**config.mk**
```make
export PLATFORM = sky130hd
export DESIGN_NAME = rx_edge_bit_timer
export DESIGN_NICKNAME = d
export VERILOG_FILES = /design/src/rtl/rx_edge_bit_timer_pkg.sv /design/src/rtl/rx_edge_bit_timer_sample_decode.sv /design/src/rtl/rx_edge_bit_timer.sv
export SDC_FILE = /design/constraint.sdc
export NUM_CORES = 1
export LEC_CHECK = 0
export ABC_AREA = 1
export BUFFER_PORTS_ARGS = -buffer_cell sky130_fd_sc_hd__buf_4
export CORE_ASPECT_RATIO = 0.5
export CORE_MARGIN = 1
export CORE_UTILIZATION = 55
export DETAILED_ROUTE_END_ITERATION = 6
export PLACE_DENSITY = 0.82
export SLEW_MARGIN = 20
export SYNTH_ARGS = -nofsm -noshare
export SYNTH_HDL_FRONTEND = slang
export SYNTH_SLANG_ARGS = --single-unit
```
**constraint.sdc**
```tcl
create_clock -name CLK -period 1.61 [get_ports CLK]
set_input_delay 0.0805 -clock CLK [delete_from_list [all_inputs] [get_ports CLK]]
set_output_delay 0.0805 -clock CLK [all_outputs]
set_load 0.005 [all_outputs]
```
**src/rtl/rx_edge_bit_timer_pkg.sv**
```systemverilog
// Shared types and constants for the UART RX oversampling timer.
// Build option: define RX_TRIPLE_SAMPLE_EN for three mid-bit strobes (majority vote).
package rx_timer_pkg;

  typedef enum logic [1:0] {
    IDLE = 2'd0,
    RUN  = 2'd1,
    DONE = 2'd2
  } timer_state_e;

  localparam int unsigned MIN_PRESCALE_DEF = 4;

  localparam logic [1:0] SAMPLE_IDX_EARLY = 2'd0;
  localparam logic [1:0] SAMPLE_IDX_MID   = 2'd1;
  localparam logic [1:0] SAMPLE_IDX_LATE  = 2'd2;

endpackage

```
**src/rtl/rx_edge_bit_timer_sample_decode.sv**
```systemverilog
// Combinational mid-bit sample strobe decode for the RX timer.
// Build option: RX_TRIPLE_SAMPLE_EN selects strobes at mid-1/mid/mid+1 instead of mid only.
module rx_sample_decode
  import rx_timer_pkg::*;
#(
  parameter int PRESCALE_W = 6
) (
  input  logic [PRESCALE_W-1:0] edge_count_i,
  input  logic [PRESCALE_W-1:0] p_eff_i,
  input  logic                  active_i,
  output logic                  sample_stb_o,
  output logic [1:0]            sample_idx_o
);

  localparam logic [PRESCALE_W-1:0] ONE = PRESCALE_W'(1);

  logic [PRESCALE_W-1:0] mid;
  assign mid = p_eff_i >> 1;

`ifdef RX_TRIPLE_SAMPLE_EN
  // A legal prescale keeps mid-1 at or above edge 1, so all three strobes land inside the bit.
  always_comb begin
    sample_stb_o = 1'b0;
    sample_idx_o = SAMPLE_IDX_MID;
    if (active_i) begin
      if (edge_count_i == mid - ONE) begin
        sample_stb_o = 1'b1;
        sample_idx_o = SAMPLE_IDX_EARLY;
      end else if (edge_count_i == mid) begin
        sample_stb_o = 1'b1;
        sample_idx_o = SAMPLE_IDX_MID;
      end else if (edge_count_i == mid + ONE) begin
        sample_stb_o = 1'b1;
        sample_idx_o = SAMPLE_IDX_LATE;
      end
    end
  end
`else
  logic unusedOne;
  assign unusedOne    = ONE[0];
  assign sample_stb_o = active_i && (edge_count_i == mid);
  assign sample_idx_o = SAMPLE_IDX_MID;
`endif

endmodule

```
**src/rtl/rx_edge_bit_timer.sv**
```systemverilog
// Oversampling edge/bit timer for the UART receive path with per-frame latched config.
// Build option: RX_TRIPLE_SAMPLE_EN (handled in rx_sample_decode).
module rx_edge_bit_timer
  import rx_timer_pkg::*;
#(
  parameter int PRESCALE_W   = 6,
  parameter int BIT_CNT_W    = 4,
  parameter int MIN_PRESCALE = MIN_PRESCALE_DEF
) (
  input  logic                  CLK,
  input  logic                  RST,
  input  logic                  enable,
  input  logic [PRESCALE_W-1:0] prescale,
  input  logic [BIT_CNT_W-1:0]  frame_bits,
  output logic [PRESCALE_W-1:0] edge_count,
  output logic [BIT_CNT_W-1:0]  bit_count,
  output logic                  sample_stb,
  output logic [1:0]            sample_idx,
  output logic                  bit_done,
  output logic                  frame_done,
  output logic                  cfg_err
);

  localparam logic [PRESCALE_W-1:0] EDGE_ONE = PRESCALE_W'(1);
  localparam logic [PRESCALE_W-1:0] EDGE_TWO = PRESCALE_W'(2);
  localparam logic [PRESCALE_W-1:0] MIN_P    = PRESCALE_W'(MIN_PRESCALE);
  localparam logic [BIT_CNT_W-1:0]  BIT_ONE  = BIT_CNT_W'(1);
  localparam logic [BIT_CNT_W-1:0]  BIT_TWO  = BIT_CNT_W'(2);

  timer_state_e          state_q;
  logic [PRESCALE_W-1:0] edge_q;
  logic [BIT_CNT_W-1:0]  bit_q;
  logic [PRESCALE_W-1:0] prescale_q;
  logic [BIT_CNT_W-1:0]  frame_bits_q;
  logic                  cfg_err_q;

  logic                  cfg_ok;
  logic                  active;
  logic [PRESCALE_W-1:0] p_eff;
  logic [BIT_CNT_W-1:0]  f_eff;

  assign cfg_ok = (prescale >= MIN_P) && (frame_bits >= BIT_TWO);

  // The IDLE cycle in which enable rises is edge 1 of bit 1; reset forces all strobes low.
  assign active = RST && ((state_q == RUN) || ((state_q == IDLE) && enable && cfg_ok));
  assign p_eff  = (state_q == RUN) ? prescale_q   : prescale;
  assign f_eff  = (state_q == RUN) ? frame_bits_q : frame_bits;

  always_ff @(posedge CLK) begin
    if (!RST) begin
      state_q      <= IDLE;
      edge_q       <= EDGE_ONE;
      bit_q        <= BIT_ONE;
      prescale_q   <= MIN_P;
      frame_bits_q <= BIT_TWO;
      cfg_err_q    <= 1'b0;
    end else begin
      if (!enable) begin
        cfg_err_q <= 1'b0;
      end
      case (state_q)
        IDLE: begin
          edge_q <= EDGE_ONE;
          bit_q  <= BIT_ONE;
          if (enable && cfg_ok) begin
            prescale_q   <= prescale;
            frame_bits_q <= frame_bits;
            edge_q       <= EDGE_TWO;
            state_q      <= RUN;
          end else if (enable) begin
            cfg_err_q <= 1'b1;
          end
        end
        RUN: begin
          if (!enable) begin
            state_q <= IDLE;
            edge_q  <= EDGE_ONE;
            bit_q   <= BIT_ONE;
          end else if (edge_q == prescale_q) begin
            edge_q <= EDGE_ONE;
            if (bit_q == frame_bits_q) begin
              state_q <= DONE;
              bit_q   <= BIT_ONE;
            end else begin
              bit_q <= bit_q + BIT_ONE;
            end
          end else begin
            edge_q <= edge_q + EDGE_ONE;
          end
        end
        DONE: begin
          edge_q <= EDGE_ONE;
          bit_q  <= BIT_ONE;
          if (!enable) begin
            state_q <= IDLE;
          end
        end
        default: begin
          state_q <= IDLE;
          edge_q  <= EDGE_ONE;
          bit_q   <= BIT_ONE;
        end
      endcase
    end
  end

  assign edge_count = edge_q;
  assign bit_count  = bit_q;
  assign cfg_err    = cfg_err_q;
  assign bit_done   = active && (edge_q == p_eff);
  assign frame_done = bit_done && (bit_q == f_eff);

  rx_sample_decode #(
    .PRESCALE_W(PRESCALE_W)
  ) u_sample_decode (
    .edge_count_i(edge_q),
    .p_eff_i     (p_eff),
    .active_i    (active),
    .sample_stb_o(sample_stb),
    .sample_idx_o(sample_idx)
  );

endmodule

```
Word-level counts from Yosys, hierarchy flattened
Cells that the tools add are included.
{"block": "word_totals", "ff_bits": 23, "inputBits": 13, "out_inout_bits": 16, "word_cells": 51}
{"block": "classes", "n_addsub": 2, "n_lt_le_gt_ge": 2, "n_eq_ne": 11, "n_mux": 17, "n_reduce_logical": 13}
{"op": "$mux 6", "n": 3}
{"op": "$eq 6x6->1", "n": 2}
{"op": "$mux 2", "n": 6}
{"op": "$pmux 6 s2", "n": 1}
{"op": "$eq 4x4->1", "n": 2}
{"op": "$logic_and 1x1->1", "n": 8}
{"op": "$mux 4", "n": 2}
{"op": "$add 6x1->6 const B", "n": 1}
{"op": "$eq 6x5->1", "n": 1}
{"op": "$ge 6x3->1 const B", "n": 1}
{"op": "$ne 3x2->1 const B", "n": 2}
{"op": "$pmux 2 s3", "n": 1}
{"op": "$add 4x1->4 const B", "n": 1}
{"op": "$ge 4x2->1 const B", "n": 1}
{"op": "$mux 1", "n": 4}
{"op": "$reduce_and 4->1", "n": 1}
{"op": "$reduce_and 3->1", "n": 1}
{"op": "$eq 2x1->1 const B", "n": 1}
{"op": "$eq 2x2->1 const B", "n": 1}
{"op": "$logic_not 2->1", "n": 1}
{"op": "$ne 2x1->1 const B", "n": 1}
{"op": "$ne 2x2->1 const B", "n": 1}
{"op": "$reduce_and 2->1", "n": 1}
{"op": "$logic_or 1x1->1", "n": 1}

Longest topological paths before layout
Gate-level depths: netlist of run 1.
{"block": "logic_depth", "depth_word": 7, "depth_mapped": 11, "depth_no_buf": 10}

Hierarchy
Synthesis of run 1 repeated with hierarchy kept, for this count alone.
{"block": "unflattened", "hier_cells": 271, "area_unflattened_um2": 1611.5}
{"module": "rx_edge_bit_timer", "instances": 1, "cells_each": 244, "area_each_um2": 1490.2, "seq_area_each_um2": 460.4}
{"module": "rx_sample_decode", "instances": 1, "cells_each": 27, "area_each_um2": 121.4, "seq_area_each_um2": 0.0}

Least setup slack after synthesis of run 1
No wires, ideal clock.
{"block": "synth_path", "path_type": "register to register", "start": "register edge_q[2] (netlist: edge_count[2])", "end": "register state_q[0]", "setup_time_ns": 0.113, "t_arrival_ns": 1.225, "t_required_ns": 1.497, "path_slack_ns": 0.272, "path_stages_with_launch": 11, "n_path_buf": 1, "period_less_slack_ns": 1.338, "cell_sequence": "dfxtp_1 buf_2 inv_1 nand2_1 nand2_1 nor2_1 nand3_2 nand2_1 nand2_1 o21ai_1 inv_1"}
{"block": "synth_between", "elab_chain_cells": 3}
{"item": "start: declaration", "line": "rx_edge_bit_timer.sv:31", "rtl": "logic [PRESCALE_W-1:0] edge_q;"}
{"item": "start signal: assignment", "line": "rx_edge_bit_timer.sv:88", "rtl": "edge_q <= edge_q + EDGE_ONE;"}
{"item": "$eq 6x6->1", "line": "rx_edge_bit_timer.sv:79", "rtl": "end else if (edge_q == prescale_q) begin"}
{"item": "$ne 3x2->1 (no line)"}
{"item": "$reduce_and 4->1 (no line)"}
{"item": "end signal: assignment", "line": "rx_edge_bit_timer.sv:76", "rtl": "state_q <= IDLE;"}
{"item": "end signal: assignment", "line": "rx_edge_bit_timer.sv:82", "rtl": "state_q <= DONE;"}
{"item": "end signal: assignment", "line": "rx_edge_bit_timer.sv:95", "rtl": "state_q <= IDLE;"}
{"item": "end: declaration", "line": "rx_edge_bit_timer.sv:30", "rtl": "timer_state_e state_q;"}
Every way passes these cells.
A chain may end at the register's enable or synchronous reset.

Final worst setup path of run 1
{"block": "layout_path", "start": "register state_q[1]", "end": "output frame_done"}
{"block": "layout_between", "elab_chain_cells": 7, "word_cells_on_any_way": 12, "classes_between": "3 x eq/ne; 2 x mux; 7 x reduce/logical"}
{"item": "start signal: assignment", "line": "rx_edge_bit_timer.sv:51", "rtl": "state_q <= IDLE;"}
{"item": "start signal: assignment", "line": "rx_edge_bit_timer.sv:69", "rtl": "state_q <= RUN;"}
{"item": "start signal: assignment", "line": "rx_edge_bit_timer.sv:76"}
{"item": "branches (longest 6 deep; another with $mux 6)"}
{"item": "$logic_and 1x1->1 *", "line": "rx_edge_bit_timer.sv:111", "rtl": "assign frame_done = bit_done && (bit_q == f_eff);"}
{"item": "end: declaration", "line": "rx_edge_bit_timer.sv:20", "rtl": "output logic frame_done,"}
Mark *: on every way between the ends.

==> key figures, run 1 <==
Clocking
  • Clk_lat worst skew: about 0.27 ns
  • CTS Root Cell: clkbuf_8
  • Cts bufs inserted: 3
  • Reg clk slew, reported paths: about 0.09 ns
  • CTS tree: done
  • CTS Buffer Depth: 2
  • Clock Sinks: 23
  • CTS H-tree depth: 1

Routing
  • Vias per cell: 5.05
  • Routed WL: 3890 um
  • Drt first pass iters: 4
  • DRT iter0 DRCs: 132
  • Drt wl/cell: 11.9 um
  • Final ANT Viol Nets: 0
  • Post-route DRC: 0
  • Via count: 1,657

Yosys
  • Mapped Nets: 274
  • Seq cells post-synth: 23
  • Syn Inst Count: 259
  • Yosys cell types: 27
  • Synthesized cell area: about 0.0016 mm^2
  • Syn avg cell area: 6.07 um^2
  • Yosys warns: 0
  • Sequential element share of the synthesized area: 29.3%

Worst setup path
  • CP cell instances: inv_4, nand2_8, nand2_1, o21ai_1, nand2_1, nand2_1, nand2_1, nor2_1, nand2_1, nor2_1, buf_4
  • Critical path fanouts, max: 14
  • WP depth: 11
  • CP Class: reg -> out
  • Crit path capture type: primary output
  • Slowest cell on the critical path: dfxtp_4
  • Reg2reg setup slack: 0.16 ns
  • Req. time, crit path: about 1.5 ns
  • Largest delay share family, worst path: simple AND/OR/NAND/NOR gates
  • Arr. time, crit path: 1.67 ns
  • Most used cell, CP: nand2_1
  • R2R cell count: 8
  • Sum of buffers and inverters on the critical path: 2
  • CP startpoint kind: flop
  • Slowest stage delay, CP: 0.39 ns

Outcome
  • Outcome: finished with violations
  • Failing checks: setup timing

STA
  • Endpoints failing hold: 0
  • Crit share post-route: 109%
  • Setup violations, final: 3
  • Highest clock rate: ~570 MHz
  • Hold Slack: 0.0766 ns
  • Clock Skews: 0.00519 ns
  • Total Neg Setup Slack: -0.291 ns
  • Final worst slack: -0.141 ns
  • Fin. max-slew vios: 0
  • Final Critical Period: between 1.5 and 2 ns
  • RSZ-0062 raised after global routing: yes

Floorplanning
  • I/O pin total: 29
  • Die width: a little under 80 um
  • Die area: 0.00309 mm^2
  • Die Y: 39.8 um
  • Core area: 0.00265 mm^2
  • Cell row count: 13
  • Initial core utilization: approximately 60%

GRT
  • Pin count of the biggest net entering global routing: 19
  • Initial antenna violation count: 0
  • Vias in the first global route: 1,288
  • GRT Overall Usage: 26.6%
  • First-pass GRT wire length: 5980 um
  • Gr ovfl total: 0

Cells and area
  • Layout cell share with drive strength beyond 1: between 10% and 20%
  • Final #Nets: between 300 and 400
  • Layout area overhead: 22.7%
  • Layout Utilization: 72.8%
  • N_diodes: 0
  • Commonest non-fill, non-tap cells in the layout: nand2_1, buf_4, inv_1
  • Leading cell type in the layout, fill and taps excluded: nand2_1

Power and ir drop
  • Final Power: 1.59 mW
  • VDD IR max: 0.000394 V
  • Total leakage power: approximately 0.98 nW
  • Pwr dens: 826 mW/mm^2

Placement
  • DP Worst Slack: 0.0487 ns
  • Hpwl dp: between 2000 and 3000 um
  • Port buffer count: 26
  • Placer Congestion: 0.888

Min path
  • Hold crit path type: in -> reg
  • Cells on Worst Hold Path: 3

Run
  • Max-cap violations: 0
==> registers in the layout, summed over array words and instances (netlist names) <==
signal / cells
edge_count: 6
prescale_q: 6
bit_count: 4
frame_bits_q: 4
state_q: 2
cfg_err: 1
==> power by group <==
group	switching (mW)	leakage, nW	internal (mW)
logic	0.323	0.764	0.223
registers	0.0541	0.190	0.622
clock network	0.199	0.0255	0.173
total	0.576	0.980	1.02
==> final timing paths <==
check,from,end
hold / removal,frame_bits[2],frame_bits_q[2]
setup reg to reg,edge_count[4],bit_count[3]
setup / recovery,state_q[1],frame_done
hold reg to reg,frame_bits_q[0],frame_bits_q[0]
==> repair_timing <==
action,4_1_cts,5_1_grt
setup endpoints to repair,3,5
setup buffers,2,1
gates resized for setup,11,4
pin swaps,1,0
hold buffers,0,0
==> synth_stat cells, drive strengths merged <==
master | count | area, um^2
a21oi | 16 | 80.1
xor2 | 7 | 61.3
o22ai | 2 | 12.5
dfxtp | 23 | 460
nand4 | 2 | 12.5
o211ai | 5 | 37.5
nand3 | 19 | 100
o21ai | 21 | 105
inv | 36 | 135
ha | 2 | 25.0
clkbuf | 3 | 12.5
xnor2 | 4 | 35.0
conb | 2 | 7.51
nor2 | 23 | 91.3
nand2 | 85 | 332
nor3 | 1 | 5.00
nor3b | 1 | 7.51
buf | 7 | 52.5
==> per-layer routing <==
metal	vias to the layer above	share of wire, %	GRT usage (%)
met3	6	7.6	6.28
met5	-	0	0
met2	58	45	45.8
met4	0	0.54	4.25
li1	875	-	-
met1	718	47	35.0
==> stage by stage <==
stage / instances / area (um^2)
floorplan: 259 / 1570
global placement: 321 / 1820
detailed placement: 321 / 1820
CTS: 327 / 1910
global route: 328 / 1930
finish: 328 / 1930
==> cell families (layout without fill, tap and decap cells) <==
group                      Yosys count  after routing  share of synthesized area, %
and+or+nand+nor                    131            131                          34.8
buffers and inverters               46             78                          12.7
AOI/OAI and AO/OA                   44             44                          15.0
DFF                                 23             23                          29.3
xor gates and xnor gates            11             11                          6.13
adders and majority gates            2              2                          1.59
other                                2              2                         0.478
==> area by class of cell <==
cell class                      instances  area [um^2]
Timing Repair Buffer                   38          289
Clock inverter                          1         5.00
Fill cell                             223          722
Clock buffer                            3         41.3
Tap cell                               37         46.3
Sequential cell                        23          469
Inverter                               36          140
Multi-Input combinational cell        190          938
==> tightest hold or removal path, stage by stage <==
cell and delay (ns):
buf_4 0.08, inv_1 0.04, a21oi_1 0.11
Power figures use the tool's default switching activity.
==> run 2: changes to the inputs <==
--- a/config.mk
+++ b/config.mk
@@ -10,3 +10,3 @@
 export CORE_ASPECT_RATIO = 0.5
-export CORE_MARGIN = 1
+export CORE_MARGIN = 2
 export CORE_UTILIZATION = 55
--- a/constraint.sdc
+++ b/constraint.sdc
@@ -3,2 +3,2 @@
 set_output_delay 0.0805 -clock CLK [all_outputs]
-set_load 0.005 [all_outputs]
+set_load 0.05 [all_outputs]
==> run 2 against run 1 <==
The flow still finishes with violations (setup timing). Wire length up 15%. Non-clock buffer count up 7. Final area is 10% higher. First-iteration DRC count up 30%. Clock skew is 0.0012 ns lower. Clock power is essentially flat. Combinational power increased by 40%.
==> key figures, run 2 (synthesized netlist as in run 1, its figures left out) <==
Outcome
  • Outcome: finished with violations
  • Failing checks: setup timing

STA
  • Total Neg Setup Slack: -0.698 ns (-0.407 ns)
  • Final worst slack: -0.249 ns (-0.108 ns)
  • RSZ-0062 raised after global routing: yes
  • Fin. max-slew vios: 0 (unchanged)
  • Hold Slack: 0.0919 ns (+0.0153 ns)
  • Endpoints failing hold: 0 (unchanged)
  • Setup violations, final: 4 (+1)
  • Final Critical Period: 1.86 ns (+0.108 ns)
  • Clock Skews: 0.00403 ns (-0.00116 ns)
  • Highest clock rate: 538 MHz (-5.8%)
  • Crit share post-route: 115% (+6.7 points)

GRT
  • Pin count of the biggest net entering global routing: 20 (+1)
  • Gr ovfl total: 0 (unchanged)
  • Vias in the first global route: 1,566 (+22%)
  • GRT Overall Usage: 26.0% (-0.63 points)
  • Initial antenna violation count: 0 (unchanged)
  • First-pass GRT wire length: 6850 um (+15%)

Cells and area
  • Leading cell type in the layout, fill and taps excluded: nand2_1
  • Commonest non-fill, non-tap cells in the layout: nand2_1, buf_4, inv_1
  • Register Area: 475 um^2 (+1.3%)
  • Fill count: 174 (-22%)
  • Footprint of the multi-input gates: 0.00103 mm^2 (+10%)
  • Final #Nets: 315 (+2.6%)
  • Layout Utilization: 80.3% (+7.5 points)
  • Non-filler cells, final: 336 (+2.4%)
  • N_diodes: 0 (unchanged)
  • Layout area overhead: 35.3%
  • Layout cell share with drive strength beyond 1: 30.1% (+10 points)

Clocking
  • Clk_lat worst skew: 0.27 ns (about the same)
  • CTS Buffer Depth: 2 (unchanged)
  • CTS H-tree depth: 1 (unchanged)
  • Cts bufs inserted: 3 (unchanged)
  • CTS Root Cell: clkbuf_8
  • Clock Sinks: 23 (unchanged)
  • Hold-fix buffers, CTS: 0 (unchanged)
  • CTS tree: done
  • Reg clk slew, reported paths: 0.08 ns (about the same)

Worst setup path
  • Crit path capture type: primary output
  • Reg2reg setup slack: 0 ns (-0.16 ns)
  • Arr. time, crit path: 1.78 ns (+0.11 ns)
  • Most used cell, CP: nand2_1
  • CP cell instances: buf_6, nor2_4, nand2_2, nand2_1, nand2_1, nand2_1, nand3_1, nor2_2, nand2_2, nor2_4, buf_6
  • CP startpoint kind: flop
  • Slowest cell on the critical path: dfxtp_4
  • Slowest stage delay, CP: 0.37 ns (-0.02 ns)
  • Req. time, crit path: 1.53 ns (about the same)
  • CP Class: reg -> out
  • Critical path fanouts, max: 7 (-7)

Placement
  • Dpl cells: 319 (-0.62%)
  • Port buffer count: 26 (unchanged)
  • Placer Congestion: 0.899 (+1.2%)
  • Hpwl dp: 2800 um (-2.0%)

Floorplanning
  • Core area: 0.00265 mm^2 (unchanged)
  • Die Y: 41.8 um (+5.0%)
  • Cell row count: 13 (unchanged)
  • Die area: 0.00333 mm^2 (+7.7%)
  • Initial core utilization: 59.3% (unchanged)
  • Die width: 79.6 um (+2.6%)
  • I/O pin total: 29 (unchanged)

Routing
  • Drt first pass iters: 6 (+2)
  • Vias per cell: 5.46 (+8.0%)
  • Via count: 1,833 (+11%)
  • Final ANT Viol Nets: 0 (unchanged)
  • DRT iter0 DRCs: 172 (+30%)
  • Drt wl/cell: 13.3 um (+12%)
  • Post-route DRC: 0 (unchanged)
  • Routed WL: 4470 um (+15%)

Power and ir drop
  • Pwr dens: 857 mW/mm^2 (+3.8%)
  • VDD IR max: 0.000451 V (+14%)
  • Total leakage power: 1.04 nW (+6.4%)
  • Final Power: 1.82 mW (+14%)

Run
  • Max-cap violations: 0 (unchanged)

Min path
  • Hold crit path type: in -> reg
[run 2: repair_timing]
action	CTS	global route
pin swaps	14	8
gates cloned	1	0
endpoints found under the setup margin	3	16
gates resized for setup	20	27
setup buffers	8	4
[run 2: metal layers]
layer	share of wire [%]	track usage [%]	vias up
li1	-	-	892
met1	41	33.3	800
met2	47	44.9	119
met3	9.6	6.09	22
met4	2.6	5.17	0
met5	0	0	-
[run 2: worst max-delay path, delay by kind of cell, from the launching register on]
family        cells  cell delay [ns]
buf+inv           2             0.27
flops             1             0.37
simple gates      9             0.85
[run 2: path summary, 6_finish.rpt]
path | startpoint | end | depth (start not counted)
worst max-delay path | state_q[1] | frame_done | 11
worst min-delay path | frame_bits[3] | frame_bits_q[3] | 3
worst max register to register | state_q[1] | prescale_q[1] | 8
worst min register to register | frame_bits_q[0] | frame_bits_q[0] | 2
[run 2: metrics by stage]
step	setup WS, ns	cell area [um^2]
final	-0.249	2130
after global routing	-0.359	2130
after CTS	-0.174	2010
after detailed placement	-0.0207	1830
after global placement	0.0334	1830
after floorplan	0.0384	1590
[run 2: power by group]
group / switching, mW / internal [mW]
Combinational: 0.442 / 0.321
Sequential: 0.0656 / 0.623
Clock: 0.199 / 0.173
[run 2: area by class of cell]
class	count	area share, %
clock buffer	3	1.94
clock inverter	1	0.235
inverter	36	6.70
multi-input combinational	191	48.5
sequential	23	22.3
tap	37	2.18
timing repair buffer	45	18.1
==> run 3: changes to the inputs <==
SYNTH_HIERARCHICAL = 1   (was not set)
==> run 3 against run 2 <==
Largest power group unchanged. The flow still finishes with violations (setup timing). Die area up 2.3%. Clock power up 2%. Final area down 2.1%. Power down 3.9%. Sequential power down 0.7%. Highest routed layer unchanged. Utilization down 2.7 points. Non-clock buffer count down 4. Flip-flop and latch count unchanged. Global-route usage up 0.79 points. Count of clock-buffer cells in the layout up 1. First-iteration DRC count up 2.3%. Critical path depth unchanged.
==> key figures, run 3 <==
GRT
  • First-pass GRT wire length: 7020 um (+2.5%)
  • Gr ovfl total: 0 (unchanged)
  • Met2 Use GR: 46.2% (+1.3 points)
  • Grt met1 use: 33.5% (+0.13 points)
  • GRT Overall Usage: 26.8% (+0.79 points)
  • Vias in the first global route: 1,603 (+2.4%)
  • M3 GR Usage: 5.82% (-0.27 points)
  • Initial antenna violation count: 0 (unchanged)
  • Pin count of the biggest net entering global routing: 16 (-20%)
  • Gr busiest metal: met2

STA
  • Fin. max-slew vios: 0 (unchanged)
  • Final Critical Period: 1.81 ns (-0.0484 ns)
  • Setup violations, final: 3 (-1)
  • RSZ-0062 raised after global routing: yes
  • Crit share post-route: 112% (-3.0 points)
  • Endpoints failing hold: 0 (unchanged)
  • Clock Skews: 0.00684 ns (+0.00281 ns)
  • Highest clock rate: 552 MHz (+2.7%)
  • Final worst slack: -0.200 ns (+0.0484 ns)

Placement
  • DP Worst Slack: 0.00437 ns (+0.0251 ns)
  • Port buffer count: 26 (unchanged)
  • Dpl cells: 334 (+4.7%)
  • Placer Congestion: 0.901 (+0.24%)
  • Hpwl dp: 3090 um (+10%)

Worst setup path
  • Req. time, crit path: 1.53 ns (about the same)
  • Crit path capture type: primary output
  • Critical path fanouts, max: 6 (-1)
  • CP startpoint kind: flop
  • CP Class: reg -> out
  • Arr. time, crit path: 1.73 ns (-0.05 ns)

Floorplanning
  • Core area: 0.00268 mm^2 (+1.2%)
  • I/O pin total: 29 (unchanged)
  • Initial core utilization: 60.0% (+0.73 points)
  • Die area: 0.00341 mm^2 (+2.3%)
  • Die Y: 42.3 um (+1.1%)
  • Cell row count: 13 (unchanged)
  • Die width: 80.6 um (+1.2%)

Routing
  • Final ANT Viol Nets: 0 (unchanged)
  • Via count: 1,885 (+2.8%)
  • Drt wl/cell: 13.3 um (+0.28%)
  • Drt first pass iters: 5 (-1)
  • Post-route DRC: 0 (unchanged)
  • Routed WL: 4620 um (+3.6%)
  • DRT iter0 DRCs: 176 (+2.3%)
  • Vias per cell: 5.43 (-0.42%)

Outcome
  • Failing checks: setup timing
  • Outcome: finished with violations

Yosys
  • Seq cells post-synth: 23 (unchanged)
  • Synthesized cell area: 0.00161 mm^2 (+2.5%)
  • Mapped Nets: 286 (+4.4%)
  • Largest area contributor in the netlist: dfxtp_1
  • Synth top area share: 28.6% (-0.70 points)
  • Async SR Flop Fraction: 0% (unchanged)
  • Most frequent cell after synthesis: nand2_1
  • Post-synth EDFFs: 0 (unchanged)
  • Syn avg cell area: 5.95 um^2 (-2.1%)
  • Yosys warns: 6 (+6)
  • Synth top cells by count: nand2_1, inv_1, dfxtp_1
  • Top FF cell, synth: dfxtp_1
  • Sequential element share of the synthesized area: 28.6% (-0.70 points)
  • Top cells by area, synth: dfxtp_1, nand2_1, inv_1
  • Yosys cell types: 27 (unchanged)
  • Syn Inst Count: 271 (+4.6%)

Cells and area
  • Layout cell share with drive strength beyond 1: 25.5% (-4.6 points)
  • N_diodes: 0 (unchanged)
  • Leading cell type in the layout, fill and taps excluded: nand2_1
  • Final #Nets: 326 (+3.5%)
  • Fill count: 221 (+27%)
  • Non-filler cells, final: 347 (+3.3%)
  • Commonest non-fill, non-tap cells in the layout: nand2_1, inv_1, buf_4
  • Layout area overhead: 29.3%

Clocking
  • Clock Sinks: 23 (unchanged)
  • CTS Root Cell: clkbuf_8
  • Cts bufs inserted: 3 (unchanged)
  • Hold-fix buffers, CTS: 0 (unchanged)
  • CTS H-tree depth: 1 (unchanged)
  • CTS Buffer Depth: 2 (unchanged)
  • CTS tree: done
  • Reg clk slew, reported paths: 0.09 ns (about the same)
  • Clk_lat worst skew: 0.27 ns (about the same)

Power and ir drop
  • Final Power: 1.75 mW (-3.9%)
  • VDD IR max: 0.000529 V (+17%)
  • Total leakage power: 1.03 nW (-0.86%)
  • Pwr dens: 842 mW/mm^2 (-1.8%)

Run
  • Max-cap violations: 0 (unchanged)

Min path
  • Hold crit path type: in -> reg
## run 3: cell count changes in the layout (fill, tap and decap cells not counted), moves of 3 or more
cell	previous run	this run
nand2_1	73	85
nor2_1	16	19
a21oi_1	13	16
dfxtp_2	6	9
nand2_2	11	7
a21oi_2	3	0
dfxtp_1	15	12
inv_1	31	39
## run 3: routing by layer
layer  vias to the layer above  share of wire [%]
met4                         0                2.2
met3                        15                8.2
met5                         -                  0
met1                       847                 42
li1                        916                  -
met2                       107                 47
## run 3: what timing repair did
action,CTS,global route
resized for setup,17,7
gates cloned,1,0
pin swaps,9,1
buffers inserted,7,1
setup endpoints to repair,3,4
## run 3: final timing paths
kind	start	cells after the start	to	slack [ns]
setup / recovery	state_q[0]	11	frame_done	-0.20
setup reg to reg	edge_count[4]	9	state_q[0]	0.13
hold reg to reg	frame_bits_q[2]	2	frame_bits_q[2]	0.49
hold / removal	prescale[2]	3	prescale_q[2]	0.07
## run 3: cell families after synthesis
logic type	count (synthesis)	synth area share, %
other	2	0.466
AND/OR/NAND/NOR	139	35.9
XOR/XNOR	11	5.98
AO/OA/AOI/OAI	41	14.0
flip-flops	23	28.6
buffers and inverters	53	13.5
adder cells (fa/ha/maj)	2	1.55
## run 3: report_power, final
part	leakage (nW)	internal, mW	switching (mW)	total, mW
sequential	0.192	0.623	0.0613	0.684
clock	0.0228	0.177	0.203	0.380
combinational	0.819	0.271	0.419	0.689
total	1.03	1.07	0.683	1.75
## run 3: cell type report
class / instances / area (um^2) / area share (%)
clock buffers: 4 / 45.0 / 2.16
inverters: 46 / 180 / 8.65
multi-input cells: 196 / 990 / 47.5
flip-flops and latches: 23 / 479 / 23.0
well taps: 37 / 46.3 / 2.22
repair buffers: 41 / 343 / 16.5
## run 3: metrics by stage
stage	utilization (%)	cell area, um^2	setup TNS [ns]	hold WS, ns
2_1_floorplan	-	1630	0	0.211
3_3_place_gp	70.5	1890	0	0.324
3_5_place_dp	70.5	1890	0	0.333
4_1_cts	76.6	2060	-0.377	0.0638
5_1_grt	77.6	2080	-0.791	0.0777
6_report	77.6	2080	-0.529	0.0748
## run 3: critical path, stage by stage (launching register included)
cell	delay (ns)
dfxtp_4	0.43
inv_4	0.06
nor2_4	0.17
nand2_1	0.09
nand3_1	0.07
nand2_1	0.07
inv_2	0.05
nand2_1	0.05
nor2_1	0.12
nand2_2	0.10
nor2_4	0.09
buf_8	0.15
